<file path="src/rtl/dds_pkg.sv">
// Shared constants, scheduler state type and phase-to-address helper for the DDS ROM scheduler.
// Both the top-level scheduler and the per-channel accumulator import this package.
package dds_pkg;

    localparam int PHASE_W = 32;
    localparam int ADDR_W  = 11;
    localparam int ROM_LAT = 2;

    typedef enum logic [1:0] {
        IDLE  = 2'd0,
        ISSUE = 2'd1,
        DRAIN = 2'd2
    } sched_state_t;

    // The ROM is indexed by the top ADDR_W bits of the phase.
    function automatic logic [ADDR_W-1:0] phase_to_addr(input logic [PHASE_W-1:0] ph);
        return ADDR_W'(ph >> (PHASE_W - ADDR_W));
    endfunction

endpackage

</file>
<file path="src/rtl/dds_phase_acc.sv">
// Single-channel phase accumulator with a shadow/active tuning-word pair; one cycle per update.
// No backpressure: shadow loads any time, the active word only moves on the frame-start transfer.
module dds_phase_acc
    import dds_pkg::*;
(
    input  logic               clk,
    input  logic               rst,
    input  logic [PHASE_W-1:0] ftw_in,
    input  logic               ftw_load,
    input  logic               ftw_xfer,
    input  logic               clr,
    input  logic               adv,
    output logic [PHASE_W-1:0] phase
);

    logic [PHASE_W-1:0] shadow_q, shadow_d;
    logic [PHASE_W-1:0] act_q,    act_d;
    logic [PHASE_W-1:0] phase_q,  phase_d;

    always_comb begin
        shadow_d = shadow_q;
        act_d    = act_q;
        phase_d  = phase_q;

        if (ftw_load) begin
            shadow_d = ftw_in;
        end
        // The transfer takes the shadow as it stood before this cycle's load.
        if (ftw_xfer) begin
            act_d = shadow_q;
        end
        if (clr) begin
            phase_d = '0;
        end else if (adv) begin
            phase_d = phase_q + act_q;
        end
    end

    always_ff @(posedge clk or posedge rst) begin
        if (rst) begin
            shadow_q <= '0;
            act_q    <= '0;
            phase_q  <= '0;
        end else begin
            shadow_q <= shadow_d;
            act_q    <= act_d;
            phase_q  <= phase_d;
        end
    end

    assign phase = phase_q;

endmodule

</file>
<file path="src/rtl/dds_rom_scheduler.sv">
// Round-robin ROM address scheduler for NCH DDS channels: Address 1 cycle after tick, out_valid ROM_LAT later.
// No backpressure: ticks arriving while a frame is in flight are dropped and flagged in sticky overrun.
module dds_rom_scheduler
    import dds_pkg::*;
#(
    parameter int NCH = 2
) (
    input  logic                   Fg_CLK,
    input  logic                   RESET,
    input  logic                   enable,
    input  logic                   sample_tick,
    input  logic [NCH*PHASE_W-1:0] ftw_in,
    input  logic                   ftw_load,
    input  logic                   phase_clr,
    output logic [ADDR_W-1:0]      Address,
    output logic                   out_valid,
    output logic [1:0]             out_ch,
    output logic                   busy,
    output logic                   overrun
);

    localparam logic [1:0] LAST_CH    = 2'(NCH - 1);
    localparam logic [3:0] LAST_DRAIN = 4'(ROM_LAT - 1);

    sched_state_t      state_q, state_d;
    logic [1:0]        ch_idx_q, ch_idx_d;
    logic [3:0]        drain_cnt_q, drain_cnt_d;
    logic [ADDR_W-1:0] addr_q, addr_d;
    logic              overrun_q, overrun_d;
    logic              clr_pend_q, clr_pend_d;
    logic [ROM_LAT:0]  pipe_vld_q, pipe_vld_d;
    logic [1:0]        pipe_ch_q [ROM_LAT+1];
    logic [1:0]        pipe_ch_d [ROM_LAT+1];

    logic [PHASE_W-1:0] phase [NCH];
    logic [PHASE_W-1:0] next_phase;
    logic [1:0]         next_ch;
    logic [NCH-1:0]     adv;
    logic               start;
    logic               issue_next;
    logic               clr_now;

    always_comb begin
        state_d     = state_q;
        ch_idx_d    = ch_idx_q;
        drain_cnt_d = drain_cnt_q;
        addr_d      = addr_q;
        overrun_d   = overrun_q;
        clr_pend_d  = clr_pend_q;
        start       = 1'b0;
        issue_next  = 1'b0;
        clr_now     = 1'b0;
        next_ch     = ch_idx_q;
        next_phase  = '0;
        adv         = '0;

        case (state_q)
            IDLE: begin
                // A deferred clear lands here, ahead of any tick in the same cycle.
                clr_now    = phase_clr | clr_pend_q;
                clr_pend_d = 1'b0;
                if (sample_tick && enable) begin
                    start      = 1'b1;
                    issue_next = 1'b1;
                    next_ch    = 2'd0;
                    ch_idx_d   = 2'd0;
                    state_d    = ISSUE;
                end
            end
            ISSUE: begin
                if (phase_clr) clr_pend_d = 1'b1;
                if (sample_tick && enable) overrun_d = 1'b1;
                if (ch_idx_q == LAST_CH) begin
                    drain_cnt_d = '0;
                    state_d     = DRAIN;
                end else begin
                    issue_next = 1'b1;
                    next_ch    = ch_idx_q + 2'd1;
                    ch_idx_d   = next_ch;
                end
            end
            DRAIN: begin
                if (phase_clr) clr_pend_d = 1'b1;
                if (sample_tick && enable) overrun_d = 1'b1;
                if (drain_cnt_q == LAST_DRAIN) begin
                    state_d = IDLE;
                end else begin
                    drain_cnt_d = drain_cnt_q + 4'd1;
                end
            end
            default: begin
                state_d = IDLE;
            end
        endcase

        for (int i = 0; i < NCH; i++) begin
            adv[i] = (state_q == ISSUE) && (ch_idx_q == 2'(i));
            if (next_ch == 2'(i)) next_phase = phase[i];
        end

        // Address is registered on the edge that enters each channel's issue slot.
        if (issue_next) begin
            addr_d = clr_now ? '0 : phase_to_addr(next_phase);
        end

        pipe_vld_d   = {pipe_vld_q[ROM_LAT-1:0], issue_next};
        pipe_ch_d[0] = issue_next ? next_ch : 2'd0;
        for (int s = 1; s <= ROM_LAT; s++) begin
            pipe_ch_d[s] = pipe_ch_q[s-1];
        end
    end

    always_ff @(posedge Fg_CLK or posedge RESET) begin
        if (RESET) begin
            state_q     <= IDLE;
            ch_idx_q    <= '0;
            drain_cnt_q <= '0;
            addr_q      <= '0;
            overrun_q   <= 1'b0;
            clr_pend_q  <= 1'b0;
            pipe_vld_q  <= '0;
            for (int s = 0; s <= ROM_LAT; s++) begin
                pipe_ch_q[s] <= '0;
            end
        end else begin
            state_q     <= state_d;
            ch_idx_q    <= ch_idx_d;
            drain_cnt_q <= drain_cnt_d;
            addr_q      <= addr_d;
            overrun_q   <= overrun_d;
            clr_pend_q  <= clr_pend_d;
            pipe_vld_q  <= pipe_vld_d;
            for (int s = 0; s <= ROM_LAT; s++) begin
                pipe_ch_q[s] <= pipe_ch_d[s];
            end
        end
    end

    for (genvar g = 0; g < NCH; g++) begin : g_acc
        dds_phase_acc u_acc (
            .clk      (Fg_CLK),
            .rst      (RESET),
            .ftw_in   (ftw_in[g*PHASE_W +: PHASE_W]),
            .ftw_load (ftw_load),
            .ftw_xfer (start),
            .clr      (clr_now),
            .adv      (adv[g]),
            .phase    (phase[g])
        );
    end

    assign Address   = addr_q;
    assign out_valid = pipe_vld_q[ROM_LAT];
    assign out_ch    = pipe_ch_q[ROM_LAT];
    assign busy      = (state_q != IDLE);
    assign overrun   = overrun_q;

endmodule
</file>
<file path="config.mk">
export PLATFORM = sky130hd
export DESIGN_NAME = dds_rom_scheduler
export DESIGN_NICKNAME = d
export VERILOG_FILES = /design/src/rtl/dds_pkg.sv /design/src/rtl/dds_phase_acc.sv /design/src/rtl/dds_rom_scheduler.sv
export SDC_FILE = /design/constraint.sdc
export NUM_CORES = 1
export LEC_CHECK = 0
export BUFFER_PORTS_ARGS = -buffer_cell sky130_fd_sc_hd__buf_2
export CORE_ASPECT_RATIO = 1.4
export CORE_MARGIN = 4
export CORE_UTILIZATION = 50
export CTS_CLUSTER_DIAMETER = 100
export CTS_CLUSTER_SIZE = 8
export DETAILED_ROUTE_END_ITERATION = 7
export GPL_TIMING_DRIVEN = 0
export PLACE_DENSITY = 0.71
export SLEW_MARGIN = 10
export SYNTH_ARGS = -nofsm -noshare
export SYNTH_HDL_FRONTEND = slang
export SYNTH_SLANG_ARGS = --single-unit
</file>
<file path="constraint.sdc">
create_clock -name Fg_CLK -period 10.19 [get_ports Fg_CLK]
set_input_delay 0.5095 -clock Fg_CLK [delete_from_list [all_inputs] [get_ports Fg_CLK]]
set_output_delay 0.5095 -clock Fg_CLK [all_outputs]
set_load 0.02 [all_outputs]
</file>
==> results by group <==
Setup path
  – Crit Path Category: flop to flop
  – Most common cell on crit path: o211ai_1
  – CP startpoint kind: flop
  – Critical-path cell list: ha_1 > inv_1 > fa_1 > nor2b_1 > o211ai_1 > a31oi_1 > a211oi_1 > o21bai_1 > a221o_1 > nor4b_1 > o211ai_1 > nor3b_1
  – Crit path max fanout: 4
  – Crit path required time: 10.62 ns
  – Worst setup EP type: flop
  – Endpoint arrival time on the critical path: approximately 3.8 ns
  – CP max stage cell: nor4b_1
  – Largest stage delay on the critical path: 0.43 ns

Floorplan
  – Row count: 66
  – Core box area: 23200 sq um
  – # IOs: 86
  – Die H: 190 um
  – Initial Util: roughly half
  – Die area: 26100 sq um
  – Die width: about 140 um

CTS
  – Worst-path clk slew: about 0.050 ns
  – Hold-fix buffers, CTS: 0
  – TritonCTS clock tree: yes
  – Clk root buf: clkbuf_16
  – Post-CTS Setup Bufs: 0
  – Clock Sinks: 222
  – Resized Gates After CTS: 0
  – # H-tree levels: 1
  – CTS Buf Count: 31
  – Clk buf depth: 3
  – Clk Latency, worst-skew pair: between 0.5 and 0.6 ns

Layout
  – Multi-input gate area: roughly 5900 sq um
  – Area occupied by registers: 5560 sq um
  – # diodes: 0
  – Layout cells sized above 1: 21.4%
  – Fill cells: 1993
  – Fin nets: 1376
  – Syn-to-layout area delta: 13.9%

STA
  – FMAX: roughly 290 MHz
  – Setup violators final: 0
  – Fin Setup TNS: 0 ns
  – Fin crit share: 33.4%
  – RSZ-0062 raised after global routing: false
  – Min cycle time layout: 3.40 ns
  – Layout Skew: slightly below 0.02 ns
  – Total count of hold-check failures in the final report: 0
  – Max-slew violations: 0
  – Slew HR: 39.7%
  – Worst-Margin Slew: roughly 0.90 ns

Drt
  – DR WL/cell: 17.0 um
  – Final ANT Viol Nets: 0
  – 1st-iter DRT viols: approximately 340
  – DR pass1 iterations: 5
  – Vias per cell: 5.69
  – # DRC: 0
  – Final wirelength: roughly 26000 um
  – Via count: 8778

Synth
  – Post-synth cell types: 63
  – Mapped Area: 11800 sq um
  – Area contributors post-synth: dfrtp_1, mux2_2, ha_1, a21oi_1, nand2_1
  – Asr flop ratio synth: 100%
  – Post-synthesis register bit count: 222
  – Post-Synthesis Cells: 1118
  – Synth area leader: dfrtp_1
  – Mapped Avg Cell Area: about 11 sq um
  – Syn_nets: roughly 1300
  – Area share of the largest cell type after synthesis: 47.2%
  – Post-synth EDFFs: 0
  – Synthesis warning total: 0
  – Seq/Total Area, Yosys: 47.2%
  – Most frequent cell after synthesis: dfrtp_1
  – Ys flop type: dfrtp_1
  – Synth top cells by count: dfrtp_1, nand2_1, mux2_2

GRT
  – Gr ovfl total: 0
  – Total GRT Usage: 20.7%
  – First-pass GRT wire length: 44000 um
  – Largest net degree at the start of global routing: 122
  – Initial antenna violation count: 0
  – Vias in the first global route: 9122

Place
  – Gp weighted congestion: about 0.93
  – PortBufs: 84
  – HPWL Detailed: approximately 19000 um

Min path
  – Min-Delay Path Class: input port to async pin

Power
  – Overall Power: 4320 uW
  – P_leak: 0.00620 uW
  – Power per cell area: 322 nW/um^2
  – VDD IR max: 0.000163 V

Status
  – Status: complete, no violations

Run
  – Maximum Capacitance Violations: 0
-- cells in the final DEF (no fill, tap or decap), types with 4 or more instances in the layout --
cell type  instances
a211oi_1           9
a21o_1            29
a21oi_1          107
a221o_1            4
a31oi_1           10
and2_1             8
and3_1             8
buf_2             86
clkbuf_1          45
clkbuf_16         31
dfrtp_1          222
ha_1              68
inv_1             28
mux2_2           128
mux2i_1           16
nand2_1          142
nand2b_1           8
nand3_1           12
nand4_1           13
nor2_1            36
nor2b_1            9
nor3_1            14
o211ai_1           6
o21a_1             9
o21ai_0           64
o21bai_1          13
xnor2_1           29
xor2_1            21
-- metal layers --
layer	global-route usage (%)	routed length [um]	up-vias
li1	-	-	4211
met1	24.8	10300	4285
met2	37.3	13800	220
met3	2.75	1240	62
met4	7.60	894	0
met5	0	0	-
-- final timing paths --
check / start / to / slack (ns) / depth (start not counted)
worst max-delay path: g_acc[0].u_acc.act_q[0] / g_acc[0].u_acc.phase[28] / 6.79 / 12
worst min-delay path: RESET / g_acc[0].u_acc.shadow_q[23] / 0.09 / 2
worst max register to register: g_acc[0].u_acc.act_q[0] / g_acc[0].u_acc.phase[28] / 6.79 / 12
worst min register to register: pipe_ch_d[0] / out_ch[0] / 0.34 / 0
max in group asynchronous: RESET / g_acc[1].u_acc.act_q[13] / 9.04 / 3
min in group Fg_CLK: ftw_in[16] / g_acc[0].u_acc.shadow_q[16] / 0.19 / 2
-- cell families after synthesis --
group	Yosys count	share of synthesized area [%]
AND/OR/NAND/NOR	265	10.2
multiplexers	144	13.6
adder cells (fa/ha/maj)	70	7.57
XOR/XNOR	50	3.72
flip-flops	222	47.2
buffers and inverters	81	2.66
AO/OA/AOI/OAI	286	15.0
-- final cells by class --
class / instances / share of cell area [%]
plain buffers: 52 / 1.52
clock buffers: 32 / 5.89
clock inverters: 1 / 0.0653
inverters: 29 / 0.868
multi-input cells: 815 / 44.0
flip-flops and latches: 222 / 41.4
well taps: 306 / 2.86
repair buffers: 85 / 3.34
-- through the flow --
step                      area, sq um  instances  utilization, %  setup slack [ns]  hold slack [ns]
after CTS                       13400       1542            57.8              6.89            0.125
after global routing            13400       1542            57.8              6.53            0.162
after detailed placement        12600       1509            54.3              6.93            0.335
after floorplan                 11800       1118               -              3.60            0.331
after global placement          12600       1508            54.2              1.21            0.332
final                           13400       1542            57.8              6.79           0.0892
-- state kept, by name, summed over array words and instances (netlist names), 3 cells and up --
register and count:
pipe_vld_q 3, g_acc.u_acc.act_q 64, g_acc.u_acc.shadow_q 64, g_acc.u_acc.phase 64, pipe_ch_d 4, drain_cnt_q 4, Address 11
-- report_power, final --
group | switching [uW] | internal [uW] | leakage [uW]
registers | 203 | 1180 | 0.00278
clock network | 349 | 534 | 0.000394
logic | 1200 | 854 | 0.00303
total | 1750 | 2570 | 0.00620
-- critical path, delay by kind of cell, from the launching register on --
family                   cells  cell delay, ns
AO/OA/AOI/OAI                6            1.46
flip-flops                   1            0.37
AND/OR/NAND/NOR              3            0.77
adder cells (fa/ha/maj)      2            0.61
buffers and inverters        1            0.06
Power figures use the tool's default switching activity.
